<file path="config.mk">
export PLATFORM = sky130hd
export DESIGN_NAME = frame_rx
export DESIGN_NICKNAME = d
export VERILOG_FILES = /design/src/rtl/frame_rx.sv
export SDC_FILE = /design/constraint.sdc
export NUM_CORES = 1
export LEC_CHECK = 0
export CORE_MARGIN = 4
export CORE_UTILIZATION = 39
export CTS_BUF_LIST = sky130_fd_sc_hd__clkbuf_2
export DETAILED_ROUTE_END_ITERATION = 8
export GPL_TIMING_DRIVEN = 1
export PLACE_DENSITY_LB_ADDON = 0.25
export SLEW_MARGIN = 20
export SYNTH_ARGS = -nofsm -noshare
export SYNTH_HDL_FRONTEND = slang
export SYNTH_SLANG_ARGS = --single-unit
</file>
<file path="constraint.sdc">
create_clock -name clk -period 2.8 [get_ports clk]
set_input_delay 0.42 -clock clk [delete_from_list [all_inputs] [get_ports clk]]
set_output_delay 0.42 -clock clk [all_outputs]
set_load 0.01 [all_outputs]
</file>
<file path="src/rtl/frame_rx.sv">
// frame_rx: receive-side parser for the length-prefixed byte-push protocol.
// A header byte carries the payload length in bits [2:0]. The remaining header
// bits must be zero. Payload bytes go into a first-word-fall-through FIFO. Each
// completed frame is reported with its length and, optionally, its XOR checksum.
//
// Optional feature macro: FRM_RX_XOR_EN. When defined, the payload XOR accumulator
// is built. When undefined, frm_xor is tied to 0.
//
// Ports:
//   clk, rst_n          clock, asynchronous active-low reset
//   push, idata         producer byte strobe and byte (header or payload)
//   not_full            FIFO holds fewer than DEPTH entries
//   pop, rdy, odata     consumer pop, FIFO non-empty, FIFO head
//   frm_valid           one-cycle pulse at frame completion
//   frm_len, frm_xor    length / payload XOR of the last completed frame
//   hdr_err             one-cycle pulse when a malformed header is discarded
//   ovf_err             sticky: a payload byte arrived while the FIFO was full
module frame_rx #(
  parameter int unsigned DEPTH = 16
) (
  input  logic       clk,
  input  logic       rst_n,
  input  logic       push,
  input  logic [7:0] idata,
  output logic       not_full,
  input  logic       pop,
  output logic       rdy,
  output logic [7:0] odata,
  output logic       frm_valid,
  output logic [2:0] frm_len,
  output logic [7:0] frm_xor,
  output logic       hdr_err,
  output logic       ovf_err
);

  localparam int unsigned AW = $clog2(DEPTH);
  localparam int unsigned CW = AW + 1;

  typedef enum logic [0:0] {StHdr, StPay} state_e;

  state_e         state_q;
  logic [2:0]     len_q;
  logic [2:0]     idx_q;
  logic           frm_valid_q;
  logic [2:0]     frm_len_q;
  logic           hdr_err_q;
  logic           ovf_err_q;

  logic [7:0]     mem [DEPTH];
  logic [AW-1:0]  wr_ptr_q;
  logic [AW-1:0]  rd_ptr_q;
  logic [CW-1:0]  cnt_q;
  logic           wr_en;
  logic           rd_en;
  logic           last_byte;

  // Status is derived from the registered count only.
  assign not_full  = (cnt_q != CW'(DEPTH));
  assign rdy       = (cnt_q != '0);
  assign odata     = rdy ? mem[rd_ptr_q] : 8'h00;

  // Headers never enter the FIFO; payload only enters when not full.
  assign wr_en     = push && (state_q == StPay) && not_full;
  assign rd_en     = pop && rdy;
  assign last_byte = (idx_q + 3'd1 == len_q);

  assign frm_valid = frm_valid_q;
  assign frm_len   = frm_len_q;
  assign hdr_err   = hdr_err_q;
  assign ovf_err   = ovf_err_q;

`ifdef FRM_RX_XOR_EN
  logic [7:0] acc_q;
  logic [7:0] acc_nxt;
  logic [7:0] frm_xor_q;

  // Dropped (overflow) bytes are excluded from the checksum.
  always_comb begin
    acc_nxt = acc_q;
    if (not_full) begin
      acc_nxt = acc_q ^ idata;
    end
  end

  assign frm_xor = frm_xor_q;
`else
  assign frm_xor = 8'h00;
`endif

  // Frame parser FSM with registered outputs.
  always_ff @(posedge clk or negedge rst_n) begin
    if (!rst_n) begin
      state_q     <= StHdr;
      len_q       <= 3'd0;
      idx_q       <= 3'd0;
      frm_valid_q <= 1'b0;
      frm_len_q   <= 3'd0;
      hdr_err_q   <= 1'b0;
      ovf_err_q   <= 1'b0;
`ifdef FRM_RX_XOR_EN
      acc_q       <= 8'h00;
      frm_xor_q   <= 8'h00;
`endif
    end else begin
      frm_valid_q <= 1'b0;
      hdr_err_q   <= 1'b0;
      if (push) begin
        unique case (state_q)
          StHdr: begin
            if (idata[7:3] != 5'd0) begin
              hdr_err_q <= 1'b1;
            end else if (idata[2:0] == 3'd0) begin
              frm_valid_q <= 1'b1;
              frm_len_q   <= 3'd0;
`ifdef FRM_RX_XOR_EN
              frm_xor_q   <= 8'h00;
`endif
            end else begin
              len_q   <= idata[2:0];
              idx_q   <= 3'd0;
`ifdef FRM_RX_XOR_EN
              acc_q   <= 8'h00;
`endif
              state_q <= StPay;
            end
          end
          StPay: begin
            // The count advances even for dropped bytes so framing stays aligned.
            if (!not_full) begin
              ovf_err_q <= 1'b1;
            end
`ifdef FRM_RX_XOR_EN
            acc_q <= acc_nxt;
`endif
            if (last_byte) begin
              state_q     <= StHdr;
              frm_valid_q <= 1'b1;
              frm_len_q   <= len_q;
`ifdef FRM_RX_XOR_EN
              frm_xor_q   <= acc_nxt;
`endif
            end else begin
              idx_q <= idx_q + 3'd1;
            end
          end
          default: state_q <= StHdr;
        endcase
      end
    end
  end

  // FIFO pointers and occupancy.
  always_ff @(posedge clk or negedge rst_n) begin
    if (!rst_n) begin
      wr_ptr_q <= '0;
      rd_ptr_q <= '0;
      cnt_q    <= '0;
    end else begin
      if (wr_en) begin
        wr_ptr_q <= wr_ptr_q + AW'(1);
      end
      if (rd_en) begin
        rd_ptr_q <= rd_ptr_q + AW'(1);
      end
      unique case ({wr_en, rd_en})
        2'b10:   cnt_q <= cnt_q + CW'(1);
        2'b01:   cnt_q <= cnt_q - CW'(1);
        default: cnt_q <= cnt_q;
      endcase
    end
  end

  // Storage is not reset; odata is masked while empty.
  always_ff @(posedge clk) begin
    if (wr_en) begin
      mem[wr_ptr_q] <= idata;
    end
  end

endmodule

</file>
==> impl_metrics.ini, run 1 <==
[run_status]
status = finished, violations left
violations = negative setup slack

[cells_and_area]
diodes = 0
utilization_pct = 47.8
postLayoutCellArea_sq_mm = 0.00762
drive_above_1_share_pct = 34.7
fillers = 1371
syn2layout_area_growth_pct = 20.0
multi_input_area_sq_mm = 0.00186
fin_nets = 446
seqCellArea_sq_mm = 0.00450

[grt]
grt_max_degree = 28
grt_usage_pct = 15.5
grt_pass1_wl_mm = 20.5
antenna_found_initial = 0
grt.overflow.total = 0
grt_pass1_vias = 3478

[worst_setup_path]
crit_buf_inv = 3
cpMaxStageDelayCell = mux4_2
r2r-end = cnt_q[4]$_DFFE_PN0P_
cp-end-kind = primary output
arrival_ps = 2470
cp_top_family = multiplexers
cp.required_ps = 2380
cp_cell_sequence = buf_6, buf_12, mux4_2, mux2i_4, o22ai_2, buf_2
cp_slowest_stage_delay_ps = 540
rr_worst_depth = 12
criticalPathCategory = reg -> out
start_kind = register
worst-path-max-fanout = 6
r2r-start = cnt_q[0]$_DFFE_PN0P_
rrSetupSlack_ps = 270

[sta]
post-route-period-util_pct = 103
tns_ps = -373
finalCriticalPeriod_ps = 2890
rsz0062_at_grt = yes
skew_ps = 35.1
worst_slack_ps = -86.6
finalHoldViolCount = 0
worst_pin_slew_ps = 500
setup_viol = 7
fin_hold_ws_ps = 399
finalMaxSlewViolations = 0
max-slew-margin-rel_pct = 66.3
fmax_mhz = 346

[cts]
worst_skew_pair.late_latency_ps = 710
root_buffer = clkbuf_2
cts.reportedPaths.clkPinSlew_ps = 230
cts_buffers = 17
htreeDepth = 4
clockBufferDepth = 2
cts_sinks = 154
cts_tree = done

[min_path]
hold_path_end = state_q$_DFFE_PN0P_
whs_path_depth = 3
min_from = push
hp-class = in -> reg

[die]
core_sq_mm = 0.0159
die_h_um = 136
dieWidth_um = 136
io_pins = 36
rows = 46
die_area_sq_mm = 0.0184
start_util_pct = 39.8

[placed_design]
portBuffers = 27
place_hpwl_mm = 8.30
place_congestion = 0.785
dpl_cell_area_sq_mm = 0.00713
dp_slack_ps = 147

[synth]
synth.avg_cell_area_sq_um = 18.5
syn_area_sq_mm = 0.00635
ys_types = 40
yosys.area.top_type = edfxtp_1
synth_area_leaders = edfxtp_1 (61%), mux4_2 (11%), dfrtp_1 (10%)
synth_edf_count = 128
synth_ff_type = edfxtp_1
ys_ff_latch = 154
synth_top_area_share_pct = 60.5
yosysWarnings = 0
synthArstFlopShare_pct = 16.9
synth.yosys.seq_area_share_pct = 70.8
synth_cells = 344

[job]
cap_violations = 0

[routing]
totalWireLength_mm = 13.2
vias_per_cell = 5.10
drt_first_pass_iters = 4
drtAntennaViolNets = 0
vias = 3338
drc = 0
routedWlPerCell_um = 20.2
first_iter_violations = 208

[pwr]
powerDensity_mw_per_mm2 = 895
p_leak_uw = 0.00268
worst_ir_drop_vdd_v = 0.000450
-- worst min-delay path, cell delays in order --
cell             delay, ps
clkdlybuf4s50_1        470
inv_1                   80
a211o_2                110
-- cells in the mapped netlist, drive strengths merged, types with 2 or more instances --
cell and count:
nor2 16, edfxtp 128, nor4b 3, mux2 6, nand2 11, o21ai 5
a21oi 5, dfrtp 26, xnor2 8, o22ai 8, nor4 2, mux2i 17
mux4 32, buf 17, ha 9, nand4 2, a32o 3, o31ai 2
nor2b 3, xor2 7, clkbuf 5, inv 7, nand2b 4, nor3 6
and3b 2
-- flip-flops by register name (all words and copies together), names as in the netlist --
register / flops
len_q: 3
hdr_err: 1
idx_q: 3
wr_ptr_q: 4
mem: 128
ovf_err: 1
state_q: 1
rd_ptr_q: 4
frm_len: 3
cnt_q: 5
frm_valid: 1
-- layout by cell type (no fill, tap or decap), types with 3 or more instances in the layout --
master           instances
dfrtp_2                  3
xor2_1                   7
a21oi_1                  4
dfrtp_1                 23
mux2i_1                  6
buf_2                    8
inv_1                    7
edfxtp_1               128
nor2b_1                  3
nor4b_1                  3
o22ai_2                  4
mux4_2                  32
nand2b_1                 3
xnor2_1                  8
nand2_1                  9
o22ai_1                  4
nor2_1                  16
conb_1                   8
mux2_2                   6
inv_6                    7
mux2i_2                  7
a32o_1                   3
o21ai_0                  5
mux2i_4                  4
buf_12                   6
ha_1                     9
clkbuf_2                17
buf_6                    3
buf_4                   39
clkdlybuf4s50_1         17
nor3_1                   6
-- per-stage QoR --
step | power [uW] | cells
finish | 6820 | 654
CTS | 7010 | 654
floorplan | 4360 | 351
global placement | 5200 | 610
global route | 7250 | 654
detailed placement | 5230 | 610
-- per-layer routing --
layer | up-vias | track usage [%] | routed length [um]
met1 | 1734 | 20.5 | 5820
met3 | 14 | 5.50 | 828
met4 | 0 | 5.49 | 214
met2 | 78 | 23.8 | 6360
li1 | 1512 | - | -
met5 | - | 0 | 0
-- power breakdown --
part / total (uW) / switching, uW / internal, uW / leakage (uW)
clock network: 1270 / 836 / 430 / 0.000152
registers: 2870 / 204 / 2670 / 0.00147
logic: 2680 / 1270 / 1420 / 0.00105
total: 6820 / 2310 / 4510 / 0.00268
-- how the worst max path moves through the flow --
stage | from | end | cells past startpoint
floorplan | cnt_q[1]$_DFFE_PN0P_ | cnt_q[4]$_DFFE_PN0P_ | 10
global placement | idata[3] | frm_len[1]$_DFFE_PN0P_ | 5
detailed placement | push | cnt_q[4]$_DFFE_PN0P_ | 11
CTS | rd_ptr_q[0]$_DFFE_PN0P_ | odata[1] | 7
global route | rd_ptr_q[0]$_DFFE_PN0P_ | odata[0] | 6
finish | rd_ptr_q[0]$_DFFE_PN0P_ | odata[6] | 6
-- final cells by class --
cell class	count	area share (%)
Sequential cell	154	59.0
Timing Repair Buffer	77	9.44
Clock inverter	15	2.09
Tap cell	216	3.55
Inverter	7	0.345
Multi-Input combinational cell	168	24.4
Clock buffer	17	1.12
-- what timing repair did --
action / CTS / global route
cloned: 4 / 0
pin swaps: 5 / 5
buffers inserted: 8 / 3
resized for setup: 61 / 6
hold buffers: 1 / 0
hold endpoints to repair: 25 / 0
setup endpoints to repair: 10 / 10
-- cell families (layout without fill, tap and decap cells) --
kind of cell,count (synthesis),in the layout,synth area share (%)
flip-flops,154,154,70.8
multiplexers,55,55,15.1
AND/OR/NAND/NOR,52,52,4.47
buffers and inverters,29,116,2.31
AO/OA/AOI/OAI,28,28,3.09
XOR/XNOR,16,16,2.44
adder cells (fa/ha/maj),9,9,1.77
other,1,8,0.0590
Power figures use the tool's default switching activity.
==> run 2, diff against run 1 <==
--- a/config.mk
+++ b/config.mk
@@ -11,6 +11,7 @@
 export DETAILED_ROUTE_END_ITERATION = 8
 export GPL_TIMING_DRIVEN = 1
 export PLACE_DENSITY_LB_ADDON = 0.25
+export REMOVE_ABC_BUFFERS = 1
 export SLEW_MARGIN = 20
 export SYNTH_ARGS = -nofsm -noshare
 export SYNTH_HDL_FRONTEND = slang
==> impl_metrics.ini, run 2 (synthesis gave the netlist of run 1 again) <==
[pwr]
p_switching_uw = 2130
seq_power_share_pct = 43.1
pwr-share-comb_pct = 36.8
internal_power_uw = 4540
powerDensity_mw_per_mm2 = 887
worst_ir_drop_vdd_v = 0.000444
pwr-share-clk_pct = 20.2
p_leak_uw = 0.00263
netSwitchingFraction_pct = 31.9

[cts]
htreeDepth = 4
root_buffer = clkbuf_2
worst_skew_pair.late_latency_ps = 690
cts_tree = done
clockBufferDepth = 2
cts.reportedPaths.clkPinSlew_ps = 190
cts_buffers = 17
cts_sinks = 154

[sta]
post-route-period-util_pct = 101
worst_slack_ps = -24.2
setup_viol = 6
max-slew-margin-rel_pct = 66.8
worst_pin_slew_ps = 493
fmax_mhz = 354
finalHoldViolCount = 0
finalCriticalPeriod_ps = 2820
finalMaxSlewViolations = 0
skew_ps = 26.4
rsz0062_at_grt = yes

[min_path]
hp-class = in -> reg

[cells_and_area]
top_regs = mem (128), cnt_q (5)
diodes = 0
largest_register = mem
final_common_cell = edfxtp_1
fin_nets = 439
drive_above_1_share_pct = 32.7
syn2layout_area_growth_pct = 18.4
fin_cells = 647
layout_common_cells = edfxtp_1 (128), buf_4 (36), mux4_2 (32)
utilization_pct = 47.2
largest_reg_flops = 128

[grt]
grt_max_degree = 29
grt_pass1_vias = 3414
grt_pass1_wl_mm = 19.9
grt_usage_pct = 14.9
grt.overflow.total = 0
antenna_found_initial = 0

[worst_setup_path]
cp_slowest_stage_delay_ps = 510
criticalPathCategory = reg -> out
cp_top_family = multiplexers
start_kind = register
cp.required_ps = 2380
cp_cell_sequence = buf_4, buf_12, mux4_2, mux2i_2, o22ai_1, buf_2
worst-path-max-fanout = 8
crit_buf_inv = 3
cp-end-kind = primary output
arrival_ps = 2400
cpMaxStageDelayCell = mux4_2

[run_status]
status = finished, violations left
violations = negative setup slack

[placed_design]
place_congestion = 0.807
place_inst = 607
portBuffers = 27
place_hpwl_mm = 8.12

[die]
die_h_um = 136
die_area_sq_mm = 0.0184
rows = 46
start_util_pct = 39.8
core_sq_mm = 0.0159
io_pins = 36
dieWidth_um = 136

[routing]
first_iter_violations = 250
vias_per_cell = 5.04
totalWireLength_mm = 12.7
routedWlPerCell_um = 19.6
drtAntennaViolNets = 0
drt_first_pass_iters = 4
vias = 3263
drc = 0

[job]
cap_violations = 0
## run 2: layout make-up
class,instances,area (sq um)
Clock buffer,19,95.1
Clock inverter,13,175
Fill cell,1383,8420
Inverter,7,26.3
Multi-Input combinational cell,168,1850
Sequential cell,154,4500
Tap cell,216,270
Timing Repair Buffer,70,607
## run 2: final timing paths
path	from	endpoint	slack [ps]	depth (start not counted)
hold / removal	push	state_q$_DFFE_PN0P_	430	3
hold reg to reg	rd_ptr_q[3]$_DFFE_PN0P_	rd_ptr_q[3]$_DFFE_PN0P_	490	1
setup / recovery	rd_ptr_q[0]$_DFFE_PN0P_	odata[6]	-20	6
max in group asynchronous	rst_n	cnt_q[0]$_DFFE_PN0P_	1880	3
setup reg to reg	cnt_q[1]$_DFFE_PN0P_	cnt_q[4]$_DFFE_PN0P_	390	11
min in group asynchronous	rst_n	frm_len[0]$_DFFE_PN0P_	620	3
## run 2: what timing repair did
item	4_1_cts	5_1_grt
setup endpoints to repair	10	10
gates resized for setup	49	15
endpoints found under the hold margin	0	9
gates cloned	1	0
hold buffers	0	1
setup buffers	6	2
pin swaps	5	3
## run 2: power by group through the flow
| stage | Clock, uW | Combinational (uW) | Sequential (uW) |
|---|---|---|---|
| detailed placement | 0 | 2290 | 2920 |
| global placement | 0 | 2250 | 2920 |
| finish | 1340 | 2450 | 2870 |
| floorplan | 0 | 1240 | 3070 |
| CTS | 1390 | 2470 | 2860 |
| global route | 1500 | 2690 | 2910 |
## run 2: worst reg2reg max path, cell delays in order (launching register included)
cell and delay (ps):
dfrtp_2 480, nor4_4 320, buf_4 170, a21oi_2 60
inv_1 80, ha_1 320, xor2_1 180, ha_1 210
and3b_1 150, o21ai_0 70, a21oi_1 170, xnor2_1 130
## run 2: per-stage QoR
stage,area (sq um),total power [uW],hold WS [ps],setup WS (ps),setup TNS (ps)
CTS,7470,6720,7.88,-143,-917
global placement,7100,5170,468,213,0
floorplan,6260,4300,124,32.0,0
detailed placement,7100,5210,464,138,0
finish,7520,6670,434,-24.2,-65.4
global route,7520,7100,345,-227,-1610
## run 2: routing by layer
layer / GRT usage [%] / up-vias / part of all wire, %
li1: - / 1493 / -
met1: 20.1 / 1688 / 43
met2: 24.3 / 75 / 51
met3: 4.16 / 7 / 5.1
met4: 3.86 / 0 / 0.74
met5: 0 / - / 0
==> run 3, diff against run 2 <==
--- a/config.mk
+++ b/config.mk
@@ -5,7 +5,6 @@
 export SDC_FILE = /design/constraint.sdc
 export NUM_CORES = 1
 export LEC_CHECK = 0
-export CORE_MARGIN = 4
 export CORE_UTILIZATION = 39
 export CTS_BUF_LIST = sky130_fd_sc_hd__clkbuf_2
 export DETAILED_ROUTE_END_ITERATION = 8
==> impl_metrics.ini, run 3 (synthesis gave the netlist of run 1 again) <==
[run_status]
status = finished, violations left
violations = negative setup slack

[sta]
setup_viol = 6
worst_slack_ps = -84.3
finalCriticalPeriod_ps = 2880
finalMaxSlewViolations = 0
post-route-period-util_pct = 103
rsz0062_at_grt = yes
skew_ps = 27.4
finalHoldViolCount = 0
fmax_mhz = 347

[worst_setup_path]
cp-end-kind = primary output
criticalPathCategory = reg -> out
crit_start = rd_ptr_q[0]$_DFFE_PN0P_
worst-path-max-fanout = 5
start_kind = register
cp.required_ps = 2380
arrival_ps = 2460
r2r-start = cnt_q[2]$_DFFE_PN0P_

[placed_design]
dpl_cell_area_sq_mm = 0.00708
portBuffers = 27
place_hpwl_mm = 8.06
place_congestion = 0.744
place_inst = 606

[cts]
clockBufferDepth = 2
cts.reportedPaths.clkPinSlew_ps = 220
cts_sinks = 154
cts_buffers = 17
htreeDepth = 4
worst_skew_pair.late_latency_ps = 700
cts_tree = done
root_buffer = clkbuf_2

[cells_and_area]
largest_reg_flops = 128
largest_register = mem
fin_nets = 448
drive_above_1_share_pct = 35.0
postLayoutCellArea_sq_mm = 0.00761
layout_common_cells = edfxtp_1 (128), buf_4 (39), mux4_2 (32)
diodes = 0
fin_cells = 656
top_regs = mem (128), cnt_q (5)
final_common_cell = edfxtp_1
syn2layout_area_growth_pct = 19.9

[routing]
totalWireLength_mm = 12.9
drc = 0
vias_per_cell = 5.07
vias = 3329
drt_first_pass_iters = 4
drtAntennaViolNets = 0
first_iter_violations = 254
routedWlPerCell_um = 19.7

[grt]
grt_max_degree = 27
grt_pass1_wl_mm = 20.0
antenna_found_initial = 0
grt_pass1_vias = 3369
grt_usage_pct = 17.0
grt.overflow.total = 0

[pwr]
p_leak_uw = 0.00269
powerDensity_mw_per_mm2 = 895
worst_ir_drop_vdd_v = 0.000391

[die]
start_util_pct = 40.0
rows = 46
die_h_um = 130
dieWidth_um = 130
io_pins = 36
core_sq_mm = 0.0159
die_area_sq_mm = 0.0168

[min_path]
hp-class = in -> reg
min_from = push

[job]
cap_violations = 0
## run 3: cell count changes in the layout (fill, tap and decap cells not counted), moves of 2 or more
| cell | previous run | this run |
|---|---|---|
| buf_4 | 36 | 39 |
| mux2i_4 | 3 | 0 |
| buf_6 | 3 | 7 |
| clkinv_2 | 1 | 4 |
| clkinv_1 | 3 | 1 |
| clkinv_4 | 0 | 4 |
| clkinvlp_4 | 4 | 1 |
| buf_16 | 0 | 2 |
| mux2i_2 | 5 | 9 |
| clkbuf_2 | 19 | 17 |
## run 3: power by group
group	switching, uW	internal [uW]	total, uW
Clock	790	500	1290
Combinational	1220	1430	2650
Sequential	199	2670	2870
Total	2210	4600	6810
## run 3: worst max-delay path, cell delays in order (launching register included)
cell and delay (ps):
dfrtp_2 450, buf_6 140, buf_12 130, buf_6 90, mux4_2 490, mux2i_2 190, o22ai_2 120, buf_2 150
## run 3: layout make-up
class / count / area (sq um)
well taps: 216 / 270
flip-flops and latches: 154 / 4500
clock inverters: 15 / 174
repair buffers: 79 / 729
clock buffers: 17 / 85.1
fillers: 1352 / 8270
multi-input cells: 168 / 1830
inverters: 7 / 26.3
## run 3: final timing paths
| kind | to | slack [ps] | depth (start not counted) |
|---|---|---|---|
| worst min register to register | rd_ptr_q[3]$_DFFE_PN0P_ | 490 | 1 |
| worst max register to register | cnt_q[4]$_DFFE_PN0P_ | 380 | 11 |
| worst min-delay path | state_q$_DFFE_PN0P_ | 390 | 3 |
| min in group asynchronous | frm_valid$_DFF_PN0_ | 580 | 3 |
| worst max-delay path | odata[4] | -80 | 7 |
| max in group asynchronous | cnt_q[0]$_DFFE_PN0P_ | 1940 | 3 |
## run 3: metal layers
metal	track usage (%)	part of all wire, %	vias to the layer above	wire [um]
met5	0	0	-	0
met1	23.0	46	1741	5940
met2	27.3	49	70	6320
li1	-	-	1512	-
met4	4.51	0.72	0	93
met3	4.50	4.2	6	548
## run 3: through the flow
step,util (%),hold WS (ps),power [uW],setup TNS [ps],setup WS (ps)
floorplan,-,124,4300,0,32.0
global placement,44.6,465,5140,0,220
detailed placement,44.6,464,5170,0,150
CTS,47.5,330,6810,-873,-167
global route,47.9,338,7210,-1590,-249
finish,47.9,390,6810,-326,-84.3
## run 3: what timing repair did
item                       in CTS  in global routing
hold endpoints to repair        1                  0
gates resized for setup        56                 13
buffers inserted                9                  6
pin swaps                       3                  3
setup endpoints to repair       8                 10
cloned                          3                  0
hold buffers                    1                  0
